$ cat src/rtl/mem_access_ctrl_if.sv
// Memory-side request/acknowledge bus between the access controller and data memory.
interface mem_access_ctrl_if #(
  parameter int AW = 6
);
  logic          mem_req;
  logic          mem_we;
  logic [AW-1:0] mem_addr;
  logic [31:0]   mem_wdata;
  logic          mem_ack;
  logic [31:0]   mem_rdata;

  // Controller side: issues requests, receives completion and read data.
  modport master (
    output mem_req, mem_we, mem_addr, mem_wdata,
    input  mem_ack, mem_rdata
  );

  // Memory side: accepts requests, returns completion and read data.
  modport slave (
    input  mem_req, mem_we, mem_addr, mem_wdata,
    output mem_ack, mem_rdata
  );
endinterface

$ cat src/rtl/mem_access_ctrl.sv
// Data-memory access controller for the MEM stage: decodes the byte address,
// issues one request per load/store, stalls the pipeline until the memory
// acknowledges (or the wait times out) and returns the loaded word.
module mem_access_ctrl #(
  parameter int BASE_ADDR = 1024,
  parameter int AW        = 6,
  parameter int TIMEOUT   = 15
) (
  input  logic                   clk,
  input  logic                   rst,
  input  logic                   MEM_R_EN,
  input  logic                   MEM_W_EN,
  input  logic [31:0]            alu_res,
  input  logic [31:0]            rm_val,
  output logic                   freeze,
  output logic [31:0]            data_mem,
  output logic                   err_range,
  output logic                   err_timeout,
  mem_access_ctrl_if.master      mem_if
);

  localparam logic [1:0]  S_IDLE = 2'd0;
  localparam logic [1:0]  S_WAIT = 2'd1;
  localparam logic [1:0]  S_DONE = 2'd2;
  localparam int          CW     = (TIMEOUT < 2) ? 1 : $clog2(TIMEOUT + 1);
  localparam logic [31:0] BASE   = 32'(BASE_ADDR);
  // Abort fires on the last permitted WAIT cycle, so the counter stops one short.
  localparam logic [CW-1:0] CNT_LAST = CW'(TIMEOUT - 1);

  logic [1:0]    r_state;
  logic [CW-1:0] r_cnt;
  logic          r_mem_req;
  logic          r_mem_we;
  logic [AW-1:0] r_mem_addr;
  logic [31:0]   r_mem_wdata;
  logic [31:0]   r_data_mem;
  logic          r_err_range;
  logic          r_err_timeout;

  logic [31:0]   w_off;
  logic [AW-1:0] w_idx;
  logic          w_in_range;
  logic          w_active;

  // Address decode: word index relative to the data-memory base; byte offset dropped.
  always_comb begin
    w_off      = alu_res - BASE;
    w_idx      = AW'(w_off >> 2);
    w_in_range = (alu_res >= BASE) && ((w_off >> (AW + 2)) == 32'd0);
    w_active   = MEM_R_EN | MEM_W_EN;
  end

  // Stall while a request is being launched or outstanding; DONE releases the pipe.
  always_comb begin
    freeze = 1'b0;
    if (r_state == S_WAIT)
      freeze = 1'b1;
    else if (r_state == S_IDLE)
      freeze = w_active & w_in_range;
  end

  // Access FSM with registered memory request, load result and error flags.
  always_ff @(posedge clk or negedge rst) begin
    if (!rst) begin
      r_state       <= S_IDLE;
      r_cnt         <= '0;
      r_mem_req     <= 1'b0;
      r_mem_we      <= 1'b0;
      r_mem_addr    <= '0;
      r_mem_wdata   <= '0;
      r_data_mem    <= '0;
      r_err_range   <= 1'b0;
      r_err_timeout <= 1'b0;
    end else begin
      r_err_range <= 1'b0;
      case (r_state)
        S_IDLE: begin
          if (w_active) begin
            r_data_mem <= '0;
            if (w_in_range) begin
              r_mem_req   <= 1'b1;
              r_mem_we    <= MEM_W_EN;
              r_mem_addr  <= w_idx;
              r_mem_wdata <= rm_val;
              r_cnt       <= '0;
              r_state     <= S_WAIT;
            end else begin
              r_err_range <= 1'b1;
            end
          end
        end
        S_WAIT: begin
          if (mem_if.mem_ack) begin
            r_mem_req <= 1'b0;
            if (!r_mem_we)
              r_data_mem <= mem_if.mem_rdata;
            r_state <= S_DONE;
          end else if (r_cnt == CNT_LAST) begin
            r_mem_req     <= 1'b0;
            r_err_timeout <= 1'b1;
            r_state       <= S_DONE;
          end else begin
            r_cnt <= r_cnt + 1'b1;
          end
        end
        // Pipeline still shows the same instruction here, so requests are ignored.
        S_DONE:  r_state <= S_IDLE;
        default: r_state <= S_IDLE;
      endcase
    end
  end

  assign mem_if.mem_req   = r_mem_req;
  assign mem_if.mem_we    = r_mem_we;
  assign mem_if.mem_addr  = r_mem_addr;
  assign mem_if.mem_wdata = r_mem_wdata;
  assign data_mem         = r_data_mem;
  assign err_range        = r_err_range;
  assign err_timeout      = r_err_timeout;

endmodule

$ cat src/flat_wrapper.sv
// flat-port wrapper written by rule: the top's interface ports become plain ports
module mem_access_ctrl_flat 
#(
  parameter int BASE_ADDR = 1024,
  parameter int AW        = 6,
  parameter int TIMEOUT   = 15
)
  (clk, rst, MEM_R_EN, MEM_W_EN, alu_res, rm_val, freeze, data_mem, err_range, err_timeout, mem_if_mem_req, mem_if_mem_we, mem_if_mem_addr, mem_if_mem_wdata, mem_if_mem_ack, mem_if_mem_rdata);
  mem_access_ctrl_if #(.AW(AW)) mem_if_i ();
  input  logic clk;
  input  logic rst;
  input  logic MEM_R_EN;
  input  logic MEM_W_EN;
  input  logic [31:0] alu_res;
  input  logic [31:0] rm_val;
  output logic freeze;
  output logic [31:0] data_mem;
  output logic err_range;
  output logic err_timeout;
  output wire logic [$bits(mem_if_i.mem_req)-1:0] mem_if_mem_req;
  output wire logic [$bits(mem_if_i.mem_we)-1:0] mem_if_mem_we;
  output wire logic [$bits(mem_if_i.mem_addr)-1:0] mem_if_mem_addr;
  output wire logic [$bits(mem_if_i.mem_wdata)-1:0] mem_if_mem_wdata;
  input wire logic [$bits(mem_if_i.mem_ack)-1:0] mem_if_mem_ack;
  input wire logic [$bits(mem_if_i.mem_rdata)-1:0] mem_if_mem_rdata;
  assign mem_if_mem_req = mem_if_i.mem_req;
  assign mem_if_mem_we = mem_if_i.mem_we;
  assign mem_if_mem_addr = mem_if_i.mem_addr;
  assign mem_if_mem_wdata = mem_if_i.mem_wdata;
  assign mem_if_i.mem_ack = mem_if_mem_ack;
  assign mem_if_i.mem_rdata = mem_if_mem_rdata;
  mem_access_ctrl #(.BASE_ADDR(BASE_ADDR), .AW(AW), .TIMEOUT(TIMEOUT)) u_core (.clk(clk), .rst(rst), .MEM_R_EN(MEM_R_EN), .MEM_W_EN(MEM_W_EN), .alu_res(alu_res), .rm_val(rm_val), .freeze(freeze), .data_mem(data_mem), .err_range(err_range), .err_timeout(err_timeout), .mem_if(mem_if_i));
endmodule
$ cat config.mk
export PLATFORM = sky130hd
export DESIGN_NAME = mem_access_ctrl_flat
export DESIGN_NICKNAME = d
export VERILOG_FILES = /design/src/rtl/mem_access_ctrl_if.sv /design/src/rtl/mem_access_ctrl.sv /design/src/flat_wrapper.sv
export SDC_FILE = /design/constraint.sdc
export NUM_CORES = 1
export LEC_CHECK = 0
export CORE_AREA = 2 2 69 136
export CTS_CLUSTER_SIZE = 28
export DETAILED_ROUTE_END_ITERATION = 16
export DIE_AREA = 0 0 71 138
export HOLD_SLACK_MARGIN = 0.1
export PLACE_DENSITY = 0.78
export SLEW_MARGIN = 20
export SYNTH_ARGS = -nofsm -noshare
export SYNTH_HDL_FRONTEND = slang
export SYNTH_SLANG_ARGS = --single-unit
$ cat constraint.sdc
create_clock -name clk -period 3 [get_ports clk]
set_input_delay 0.6 -clock clk [delete_from_list [all_inputs] [get_ports clk]]
set_output_delay 0.6 -clock clk [all_outputs]
set_load 0.1 [all_outputs]
==> results.py <==
metrics = {
    "yosys": {
        "syn_area_mm2": 0.00331,
        "synth_xor_area_share_pct": 0.793,
        "syn_nets": 390,
        "synth-simple-area-share_pct": 13.5,
        "synth_area_leaders": "dfrtp_1 (60%), mux2_2 (11%), nand2_1 (7.4%)",
        "synth.cells.most_frequent": "dfrtp_1 (80), nand2_1 (65), o21ai_0 (33)",
        "synth_edf_count": 0,
        "synth_most_common_cell": "dfrtp_1",
        "synth_flop_cell": "dfrtp_1",
        "synth_fa_ha_area_share_pct": 0.755,
        "ys_async_sr_fraction_pct": 100,
        "seq_area_frac_synth_pct": 60.4,
        "synthMuxAreaShare_pct": 13.6,
        "synth_area_per_cell_um2": 11.5,
        "ys_ff_latch": 80,
        "synth_compound_area_share_pct": 7.82,
        "yosysTopAreaCellShare_pct": 60.4,
        "yosysWarnings": 0,
        "synth_largest_area_cell": "dfrtp_1",
        "yosysUniqueCellTypes": 35,
        "netlist_instances": 287,
        "synth_top_family_by_area": "multiplexers",
    },
    "placed_design": {
        "dpl_worst_slack_ns": -0.0429,
        "port_buffers": 173,
        "dp_hpwl_um": 6760,
        "placed_cells": 560,
        "gp_congestion": 0.781,
    },
    "timing": {
        "worst_slew_pin_slew_ns": 0.740,
        "fmax_ghz": 0.340,
        "fin_skew_ns": 0.00896,
        "fin_ws_ns": 0.0605,
        "min_period_over_period_pct": 98.0,
        "slew_violations": 0,
        "hold_viol": 0,
        "rsz0062_at_grt": "no",
        "relSlewSlack_pct": 50.7,
        "period_minus_slack_ns": 2.94,
        "setup_violations": 0,
    },
    "detailed_routing": {
        "finalWirelength_um": 8750,
        "drt_iter0_markers": 99,
        "dr.pass1.iters": 4,
        "wl_per_cell_um": 15.1,
        "drc": 0,
        "antenna_left": 0,
        "vias": 2828,
        "viasPerCell": 4.88,
    },
    "cts": {
        "cts.clk_slew.worst_paths_ns": 0.06,
        "cts_buffers": 9,
        "h-tree-depth": 3,
        "clock_path_buffers": 2,
        "cts-root-buf": "clkbuf_16",
        "clk_latency_ns": 0.33,
        "cts_tree": "built",
        "numClockSinks": 80,
    },
    "floorplanning": {
        "ios": 176,
        "core_area_mm2": 0.00889,
        "die_h_um": 138,
        "die_w_um": 71,
        "initial_core_util_pct": 37.3,
        "dieArea_mm2": 0.00980,
        "std_cell_rows": 49,
    },
    "pwr": {
        "pwr-share-seq_pct": 46.7,
        "clkPwrFrac_pct": 43.8,
        "switching_share_pct": 22.1,
        "pwr_density_cell_mw_per_mm2": 436,
        "peakVddDrop_mv": 0.309,
        "total_power_mw": 2.34,
        "power.internal_mw": 1.82,
        "p_leak_nw": 2.57,
        "pwr-share-comb_pct": 9.4,
        "p_switching_uw": 518,
    },
    "setup_path": {
        "required_ns": 2.40,
        "endpoint_kind": "output pin",
        "cp.arrival_ns": 2.34,
        "worstSetupPathType": "input pin to output pin",
        "cp_slowest_stage_delay_ns": 0.55,
        "critPathMaxFanout": 3,
        "crit_path_start_kind": "input pin",
        "critPathTopFamily": "simple AND/OR/NAND/NOR gates",
        "crit_chain": "dlygate4sd2_1 > or4_4 > o31a_1 > nor4_4 > or2_4 > buf_12",
        "slowest_stage": "or4_4",
        "critPathBufInv": 2,
    },
    "outcome": {
        "status": "finished, final reports clean",
    },
    "layout": {
        "final_nets": 576,
        "diodes": 0,
        "utilization_pct": 60.3,
        "drive_above_1_share_pct": 30.8,
        "instances_no_fill": 580,
        "syn2layout_area_growth_pct": 61.9,
    },
    "global_routing": {
        "gr-total-overflow": 0,
        "grt_max_degree": 81,
        "grt_pass1_wl_um": 14200,
        "antenna_found_initial": 0,
        "grt_usage_pct": 18.6,
        "first_global_vias": 2976,
    },
    "job": {
        "drv_cap": 0,
    },
    "hold_path": {
        "hold_class": "input pin to asynchronous set/reset pin",
    },
}
-- sequential cells by signal, indices dropped and copies added, names as in the netlist --
register and flops:
u_core.data_mem 32, u_core.mem_if.mem_we 1, u_core.mem_if.mem_wdata 32, u_core.err_timeout 1
u_core.mem_if.mem_req 1, u_core.mem_if.mem_addr 6, u_core.r_cnt 4, u_core.r_state 2
u_core.err_range 1
-- per-stage QoR --
step	setup TNS [ns]	cell area (um2)	hold slack (ns)
2_1_floorplan	0	3320	0.304
3_3_place_gp	0	5040	0.456
3_5_place_dp	-0.343	5040	0.449
4_1_cts	0	5350	0.470
5_1_grt	0	5360	0.361
6_report	0	5360	0.272
-- placed cells by master (no fill, tap or decap), types with 3 or more instances in the layout --
cell / synthesis / routed
mux2_1: 8 / 8
xnor2_1: 3 / 3
inv_1: 6 / 6
clkbuf_16: 0 / 9
clkinv_2: 0 / 3
o21ai_0: 33 / 33
buf_4: 0 / 89
nor4_1: 8 / 6
mux2_2: 31 / 31
dlygate4sd2_1: 0 / 4
clkdlybuf4s50_1: 0 / 93
nor2_1: 6 / 6
nand2_1: 65 / 65
dfrtp_1: 80 / 80
-- cell families after synthesis --
group / count (synthesis)
DFF: 80
buffers and inverters: 20
xor gates and xnor gates: 3
and+or+nand+nor: 96
adders and majority gates: 2
AOI/OAI and AO/OA: 46
muxes: 40
-- power groups by stage --
stage	Combinational, mW	Clock, mW	Sequential (mW)
global route	0.242	1.10	1.09
detailed placement	0.221	0	1.11
CTS	0.223	1.05	1.09
finish	0.221	1.03	1.09
floorplan	0.0327	0	1.13
global placement	0.217	0	1.11
-- worst reg2reg max path: cells and delay by family, from the launching register on --
family	cells	cell delay, ns
flops	1	0.40
mux	1	0.40
simple gates	3	0.80
buf+inv	3	0.50
-- repair_timing --
item | CTS | global route
hold buffers | 0 | 0
gates resized for setup | 5 | 1
pin swaps | 4 | 2
hold endpoints to repair | 0 | 0
setup buffers | 3 | 1
setup endpoints to repair | 1 | 1
-- final timing paths --
check	from	to	slack, ns	cells after the start
min in group clk	u_core.err_timeout	u_core.err_timeout	0.46	1
worst max register to register	u_core.r_state[0]	u_core.mem_if.mem_wdata[1]	0.77	7
max in group asynchronous	rst	u_core.data_mem[20]	2.17	1
worst min register to register	u_core.err_timeout	u_core.err_timeout	0.46	1
worst min-delay path	rst	u_core.mem_if.mem_wdata[7]	0.27	1
worst max-delay path	alu_res[11]	freeze	0.06	6
-- metal layers --
metal  part of all wire, %  GRT usage (%)
met5                     0              0
met4                   3.5           10.1
met3                   5.5           3.43
met2                    56           34.9
met1                    35           18.5
-- final cells by class --
class	instances	area, um2
tap	102	128
clock buffer	11	253
multi-input combinational	187	1240
sequential	80	2000
inverter	6	22.5
clock inverter	5	31.3
timing repair buffer	189	1690
fill	744	3530
(Power assumes the default switching activity.)
